===== src/rtl/systolic_pkg.sv =====
// Shared constants, drain state encoding and index-width helper for the systolic block.
package systolic_pkg;

  localparam int DEF_W = 16;
  localparam int DEF_N = 3;

  typedef enum logic {
    IDLE   = 1'b0,
    STREAM = 1'b1
  } drain_state_t;

  function automatic int idx_width(input int n);
    return (n * n > 1) ? $clog2(n * n) : 1;
  endfunction

endpackage


===== src/rtl/result_drain_if.sv =====
// Valid/ready element stream out of result_drain.
// Optional RESULT_DRAIN_LAST_EN adds the last-element flag.
interface result_drain_if #(
  parameter int W     = systolic_pkg::DEF_W,
  parameter int N     = systolic_pkg::DEF_N,
  parameter int IDX_W = systolic_pkg::idx_width(N)
);

  logic [W-1:0]     data;
  logic [IDX_W-1:0] idx;
  logic             valid;
  logic             ready;

`ifdef RESULT_DRAIN_LAST_EN
  logic             last;

  modport master (output data, idx, valid, last, input ready);
  modport slave  (input data, idx, valid, last, output ready);
`else
  modport master (output data, idx, valid, input ready);
  modport slave  (input data, idx, valid, output ready);
`endif

endinterface


===== src/rtl/result_drain_bank.sv =====
// One capture bank: N*N elements of W bits, load-enabled, with an element read mux.
module drain_bank #(
  parameter int W     = 16,
  parameter int N     = 3,
  parameter int IDX_W = 4
) (
  input  logic               clk,
  input  logic               load,
  input  logic [W*N*N-1:0]   din,
  input  logic [IDX_W-1:0]   idx,
  output logic [W*N*N-1:0]   q,
  output logic [W-1:0]       elem
);

  always_ff @(posedge clk) begin
    if (load) q <= din;
  end

  always_comb begin
    elem = '0;
    for (int unsigned e = 0; e < N * N; e++) begin
      if (idx == IDX_W'(e)) elem = q[e*W +: W];
    end
  end

endmodule


===== src/rtl/result_drain.sv =====
// Captures the flattened result matrix on a done rise and streams it element by element.
// Optional RESULT_DRAIN_LAST_EN drives res.last on the final element of a frame.
module result_drain
  import systolic_pkg::*;
#(
  parameter int W     = DEF_W,
  parameter int N     = DEF_N,
  parameter int IDX_W = idx_width(N)
) (
  input  logic             i_clk,
  input  logic             i_rst,
  input  logic             i_done,
  input  logic [W*N*N-1:0] i_C,
  result_drain_if.master   res,
  output logic             o_capture,
  output logic             o_busy,
  output logic             o_overflow
);

  localparam logic [IDX_W-1:0] K_LAST = IDX_W'(N * N - 1);

  drain_state_t     state;
  logic [IDX_W-1:0] k;
  logic             pend_full;
  logic             done_q;

  logic             cap;
  logic             hs;
  logic             last_hs;
  logic             a_load;
  logic             a_from_p;
  logic             p_load;
  logic [W*N*N-1:0] a_din;
  logic [W*N*N-1:0] p_q;
  logic [W*N*N-1:0] a_flat_unused;
  logic [W-1:0]     a_elem;
  logic [W-1:0]     p_elem_unused;

  assign cap     = i_done & ~done_q;
  assign hs      = (state == STREAM) & res.ready;
  assign last_hs = hs & (k == K_LAST);

  // On the final handshake A refills from P if pending, else straight from i_C;
  // P can only take a new frame while it is empty or being emptied into A.
  always_comb begin
    a_load   = 1'b0;
    a_from_p = 1'b0;
    p_load   = 1'b0;
    case (state)
      IDLE:   a_load = cap;
      STREAM: begin
        if (last_hs) begin
          a_load   = pend_full | cap;
          a_from_p = pend_full;
          p_load   = pend_full & cap;
        end else begin
          p_load   = cap & ~pend_full;
        end
      end
      default: ;
    endcase
  end

  assign a_din = a_from_p ? p_q : i_C;

  always_ff @(posedge i_clk) begin
    if (i_rst) begin
      state      <= IDLE;
      k          <= '0;
      pend_full  <= 1'b0;
      done_q     <= 1'b0;
      o_capture  <= 1'b0;
      o_overflow <= 1'b0;
    end else begin
      done_q    <= i_done;
      o_capture <= 1'b0;
      case (state)
        IDLE: begin
          if (cap) begin
            state     <= STREAM;
            k         <= '0;
            o_capture <= 1'b1;
          end
        end
        STREAM: begin
          if (last_hs) begin
            k <= '0;
            if (pend_full) begin
              pend_full <= cap;
              o_capture <= cap;
            end else if (cap) begin
              o_capture <= 1'b1;
            end else begin
              state <= IDLE;
            end
          end else begin
            if (hs) k <= k + 1'b1;
            if (cap) begin
              if (pend_full) begin
                o_overflow <= 1'b1;
              end else begin
                pend_full <= 1'b1;
                o_capture <= 1'b1;
              end
            end
          end
        end
        default: state <= IDLE;
      endcase
    end
  end

  drain_bank #(.W(W), .N(N), .IDX_W(IDX_W)) u_bank_a (
    .clk  (i_clk),
    .load (a_load),
    .din  (a_din),
    .idx  (k),
    .q    (a_flat_unused),
    .elem (a_elem)
  );

  drain_bank #(.W(W), .N(N), .IDX_W(IDX_W)) u_bank_p (
    .clk  (i_clk),
    .load (p_load),
    .din  (i_C),
    .idx  (k),
    .q    (p_q),
    .elem (p_elem_unused)
  );

  assign res.valid = (state == STREAM);
  assign res.idx   = k;
  assign res.data  = (state == STREAM) ? a_elem : '0;
  assign o_busy    = (state == STREAM) | pend_full;

`ifdef RESULT_DRAIN_LAST_EN
  assign res.last  = (state == STREAM) & (k == K_LAST);
`endif

endmodule


===== src/flat_wrapper.sv =====
// flat-port wrapper written by rule: the top's interface ports become plain ports
module result_drain_flat import systolic_pkg::*;
#(
  parameter int W     = DEF_W,
  parameter int N     = DEF_N,
  parameter int IDX_W = idx_width(N)
)
  (i_clk, i_rst, i_done, i_C, o_capture, o_busy, o_overflow, res_data, res_idx, res_valid, res_ready);
  result_drain_if #(.W(W), .N(N), .IDX_W(IDX_W)) res_i ();
  input  logic i_clk;
  input  logic i_rst;
  input  logic i_done;
  input  logic [W*N*N-1:0] i_C;
  output logic o_capture;
  output logic o_busy;
  output logic o_overflow;
  output wire logic [$bits(res_i.data)-1:0] res_data;
  output wire logic [$bits(res_i.idx)-1:0] res_idx;
  output wire logic [$bits(res_i.valid)-1:0] res_valid;
  input wire logic [$bits(res_i.ready)-1:0] res_ready;
  assign res_data = res_i.data;
  assign res_idx = res_i.idx;
  assign res_valid = res_i.valid;
  assign res_i.ready = res_ready;
  result_drain #(.W(W), .N(N), .IDX_W(IDX_W)) u_core (.i_clk(i_clk), .i_rst(i_rst), .i_done(i_done), .i_C(i_C), .res(res_i), .o_capture(o_capture), .o_busy(o_busy), .o_overflow(o_overflow));
endmodule

===== config.mk =====
export PLATFORM = sky130hd
export DESIGN_NAME = result_drain_flat
export DESIGN_NICKNAME = d
export VERILOG_FILES = /design/src/rtl/systolic_pkg.sv /design/src/rtl/result_drain_if.sv /design/src/rtl/result_drain_bank.sv /design/src/rtl/result_drain.sv /design/src/flat_wrapper.sv
export SDC_FILE = /design/constraint.sdc
export NUM_CORES = 1
export LEC_CHECK = 0
export BUFFER_PORTS_ARGS = -buffer_cell sky130_fd_sc_hd__buf_2
export CORE_AREA = 2 2 154 156
export DETAILED_ROUTE_END_ITERATION = 12
export DIE_AREA = 0 0 156 158
export PLACE_DENSITY_LB_ADDON = 0.25
export SLEW_MARGIN = 15
export SYNTH_ARGS = -nofsm -noshare
export SYNTH_HDL_FRONTEND = slang
export SYNTH_SLANG_ARGS = --single-unit

===== constraint.sdc =====
create_clock -name i_clk -period 25.8 [get_ports i_clk]
set_input_delay 1.29 -clock i_clk [delete_from_list [all_inputs] [get_ports i_clk]]
set_output_delay 1.29 -clock i_clk [all_outputs]
set_load 0.02 [all_outputs]

Yosys cells after proc, flatten, opt, wreduce, memory -nomap -nowiden. Cells that the tools add are included.

Bits in registers: 297. Bits of input ports: 148. Output and inout bits: 24. Word-level logic and storage cells: 68.

Add/subtract/negate cells: 1. Eq/ne operators: 10. Multiplexer cells: 33. Bitwise gates (word level): 11. Reduce and logical (&&, ||, !) cells: 5.

Operators by type and width (number): 16-bit two-way mux (10); 144-bit two-way mux (1); 4-bit by 3-bit equality test with 1-bit output (second input constant) (4); 1-bit two-way mux (15); 4-bit two-way mux (3); 4-bit by 2-bit equality test with 1-bit output (second input constant) (2); 4-bit one-hot mux with 2 select lines (1); 1-bit one-hot mux with 2 select lines (3); 1-bit AND (5); 4-bit by 1-bit adder with 4-bit output (second input constant) (1); 4-bit by 1-bit equality test with 1-bit output (second input constant) (1); 4-bit equality test (second input constant) (1); 4-bit logical NOT (1); 1-bit NOT (4); 2-bit AND reduction (2); 4-bit AND reduction (1); 3-bit inequality test (second input constant) (1); 2-bit by 1-bit inequality test with 1-bit output (second input constant) (1); 1-bit bitwise OR (2); 2-bit nonzero test (1).

Logic depth before layout (Yosys ltp).
Word-level depth: 11. Depth in mapped cells: 9. Gate-level depth less buffers: 6.

Modules after synthesis. Synthesis repeated with hierarchy kept, for this count alone.

Cell total of the unflattened synthesis: 959. Area, all modules: 14219.9 um^2.

By module, submodules not included: drain_bank (instances 2, cells each 363, area each 5835.6 um^2, sequential area each 4324.1 um^2); result_drain (instances 1, cells each 233, area each 2548.7 um^2, sequential area each 180.2 um^2).

Least setup slack after synthesis. No wires, ideal clock.

Path kind: input port to flip-flop. Start: input port i_done. End: register u_core.u_bank_a.q[0] (enable). Setup time: 846 ps. Arrival time: 11412 ps. Data required time: 24954 ps. Path slack: 13542 ps. Cell stages on the path: 2. Cell sequence: nand2b_1 o21ai_0.

Cells in the longest elaborated chain, start to end: 4.

Ends and longest elaborated chain: start: declaration (line flat_wrapper.sv:12) `input logic i_done;`; 1-bit AND (*) (line result_drain.sv:39) `assign cap = i_done & ~done_q;`; 1-bit bitwise OR (line result_drain.sv:53) `a_load = pend_full | cap;`; 1-bit two-way mux (line result_drain.sv:52) `if (last_hs) begin`; 1-bit one-hot mux with 2 select lines (*) (line result_drain.sv:49) `case (state)`; net u_core.a_load (line result_drain.sv:30) `logic a_load;`; end signal: assignment (line result_drain_bank.sv:16) `if (load) q <= din;`; end: declaration (line result_drain_bank.sv:11) `output logic [W*N*N-1:0] q,`.

Mark *: on every way through the listed nets, which the timed path passes. The rest lies on a longest branch. A chain may end at the register's enable or synchronous reset.

Worst setup path in the final report.
Start: register u_core.k[0] (netlist: u_core.res.idx[0]). End: output port res_data[5].

Cells in the longest elaborated chain, start to end: 11. Elaborated cells on any way between the ends: 19. Those cells by class: 8 x eq/ne; 10 x mux; 1 x reduce/logical.

Ends and longest elaborated chain: start: declaration (line result_drain.sv:23) `logic [IDX_W-1:0] k;`; start signal: assignment (line result_drain.sv:97) `if (hs) k <= k + 1'b1;`; 4-bit logical NOT (line result_drain_bank.sv:22) `if (idx == IDX_W'(e)) elem = q[e*W +: W];`; 16-bit two-way mux (8 in series) (line result_drain_bank.sv:22); 16-bit two-way mux (*) (line result_drain_bank.sv:22); 16-bit two-way mux (*) (line result_drain.sv:133) `assign res.data = (state == STREAM) ? a_elem : '0;`; end: declaration (line flat_wrapper.sv:17) `output wire logic [$bits(res_i.data)-1:0] res_data;`.

Mark *: on every way between the ends. The rest lies on a longest branch, timed or not.

==> impl_metrics.env <==
export IMPL_via_count=7121
export IMPL_synth_edf_count=288
export IMPL_worstPathRequired_ps=24510
export IMPL_tightest_slew_ps=971
export IMPL_ys_ff_latch=297
export IMPL_yosysSeqAreaShare=0.709
export IMPL_fin_hold_ws_ps=545
export IMPL_power_leakage_nw=5.28
export IMPL_drc=0
export IMPL_fillerInstances=1616
export IMPL_post_route_cells_drive_above_1_share=0.430
export IMPL_fin_tns_setup_ps=0
export IMPL_fmax_mhz=209
export IMPL_worst_path_largest_cell_delay_ps=800
export IMPL_nets=1023
export IMPL_cts_resized_gates=0
export IMPL_final_min_clock_period_ps=4790
export IMPL_gp_congestion=0.930
export IMPL_grt_max_degree=94
export IMPL_grt_pass1_vias=7107
export IMPL_synthTopCellsByArea="edfxtp_1 69%, mux2_2 8.6%, mux2_4 5.9%"
export IMPL_ys_warn_count=0
export IMPL_fin_crit_sh=0.186
export IMPL_postRouteWirelength_um=29000
export IMPL_drtPass1Iterations=5
export IMPL_die_y_um=158
export IMPL_rows=56
export IMPL_viasPerCell=6.01
export IMPL_postRouteAntennaNets=0
export IMPL_overflow=0
export IMPL_power_frac_comb=0.060
export IMPL_synth_cell_type_count=45
export IMPL_p_sw_w=0.000224
export IMPL_path_cells="ha_1, nor3_2, o21ai_0, o221ai_1, o2111a_1, buf_2"
export IMPL_rsz0062_at_grt="no"
export IMPL_die_area_sq_mm=0.0246
export IMPL_routedWlPerCell_um=24.5
export IMPL_async_reset_ff_frac=0
export IMPL_cts_num_sinks=297
export IMPL_hold_viol=0
export IMPL_yosys_area_top_type_share=0.694
export IMPL_worst_slack_ps=21010
export IMPL_portBuffers=171
export IMPL_synth_area_leader_cell="edfxtp_1"
export IMPL_clkSlewWorstSetupHoldPaths_ps=60
export IMPL_syn_inst=707
export IMPL_clockBufferDepth=3
export IMPL_initial_core_util=0.540
export IMPL_cts_tree="yes"
export IMPL_syn_area_sq_mm=0.0125
export IMPL_synth_common_cells="288 x edfxtp_1, 95 x mux2_2, 49 x mux2_4"
export IMPL_slowest_stage="nor3_2"
export IMPL_grt_pass1_wl_um=42600
export IMPL_die_x_um=156
export IMPL_regArea_sq_mm=0.00883
export IMPL_swShare=0.208
export IMPL_clock_latency_ps=550
export IMPL_setup_violations=0
export IMPL_pin_count=172
export IMPL_insertedDiodeCount=0
export IMPL_finClkSkew_ps=10.7
export IMPL_numCtsBuffers=30
export IMPL_multi_input_comb_area_sq_mm=0.00338
export IMPL_hold_path_class="flip-flop to flip-flop"
export IMPL_cts_root_buf="clkbuf_16"
export IMPL_vdd_drop_max_mv=0.0565
export IMPL_outcome="finished, final reports clean"
export IMPL_power_density_mw_per_mm2=73.9
export IMPL_core_area_sq_mm=0.0231
export IMPL_synth_area_per_cell_sq_um=17.6
export IMPL_crit_arrival_ps=3500
export IMPL_cts_setup_buffers=0
export IMPL_grt_usage=0.231
export IMPL_startpoint_type="flip-flop"
export IMPL_grt_antenna_before_repair=0
export IMPL_cp_end_kind="output pin"
export IMPL_hpwl_um=20100
export IMPL_drv_slew=0
export IMPL_cts_hold_buf=0
export IMPL_ctsHtreeMaxLevel=1
export IMPL_clkPwrFrac=0.414
export IMPL_seq_power_share=0.525
export IMPL_fin_util=0.631
export IMPL_synth_nets=859
export IMPL_drv_cap=0
export IMPL_critPathMaxFanout=23
export IMPL_ys_flop_type="edfxtp_1"
export IMPL_drt_iter0_markers=723
export IMPL_yosysMostFrequentCell="edfxtp_1"
export IMPL_crit_type="flip-flop to output pin"
export IMPL_relSlewSlack=0.351
export IMPL_internal_power_w=0.000851
export IMPL_area_growth_pct=16.8
export IMPL_place_ws_ps=21370
## power groups by stage
stage / clock [W] / sequential, W / combinational [W]
4_1_cts: 0.000450 / 0.000565 / 0.0000650
2_1_floorplan: 0 / 0.000578 / 0.0000356
6_report: 0.000445 / 0.000565 / 0.0000649
3_3_place_gp: 0 / 0.000575 / 0.0000624
3_5_place_dp: 0 / 0.000575 / 0.0000644
5_1_grt: 0.000469 / 0.000566 / 0.0000696
## layout make-up
cell class / instances / area share
Sequential cell: 297 / 0.607
Multi-Input combinational cell: 356 / 0.233
Timing Repair Buffer: 181 / 0.0643
Clock buffer: 35 / 0.0544
Tap cell: 290 / 0.0250
Clock inverter: 20 / 0.0154
Inverter: 5 / 0.00129
## routing by layer
metal	GRT usage	up-vias	wire length (um)
li1	-	3195	-
met1	0.306	3526	11900
met2	0.383	321	13800
met3	0.0438	79	1990
met4	0.0891	0	1280
met5	0	-	0
## registers in the layout, summed over array words and instances (netlist names)
name               flops
u_core.u_bank_a.q    144
u_core.u_bank_p.q    144
u_core.res.idx         4
u_core.done_q          1
u_core.o_capture       1
u_core.o_overflow      1
u_core.pend_full       1
u_core.res.valid       1
## through the flow
step / instances / instance area, sq um / power (W)
after CTS: 1184 / 14500 / 0.00108
after global placement: 1129 / 13500 / 0.000637
after floorplan: 707 / 12500 / 0.000613
after detailed placement: 1129 / 13500 / 0.000639
final: 1184 / 14500 / 0.00108
after global routing: 1184 / 14500 / 0.00110
## cells in the final DEF, fill, tap and decap left out, types with 10 or more instances in the layout
cell	instances
o21ai_0	26
a21oi_1	15
edfxtp_1	288
nand2_1	18
a22oi_1	21
o2111a_1	10
a221o_1	10
clkbuf_16	31
mux2_4	49
o221ai_1	10
buf_2	171
a221oi_1	15
mux2_2	95
o22ai_1	11
## path summary, 6_finish.rpt
kind / from / endpoint / slack, ps / depth (start not counted)
min: u_core.u_bank_p.q[130] / u_core.u_bank_a.q[130] / 550 / 1
min reg2reg: u_core.u_bank_p.q[130] / u_core.u_bank_a.q[130] / 550 / 1
max: u_core.res.idx[0] / res_data[5] / 21010 / 6
max reg2reg: u_core.res.idx[3] / u_core.u_bank_p.q[55] / 21690 / 5
## cell families after synthesis
kind of cell / share of synthesized area
AO/OA/AOI/OAI: 0.0935
flip-flops: 0.709
buffers and inverters: 0.0227
AND/OR/NAND/NOR: 0.0260
adder cells (fa/ha/maj): 0.00402
multiplexers: 0.145
## worst max-delay path: cells and delay by family (launching register included)
family          cells  cell delay, ps
compound gates      3            1070
simple gates        1             800
fa+ha+maj           1             540
flops               1             370
buf+inv             1             170
(Power assumes the default switching activity.)
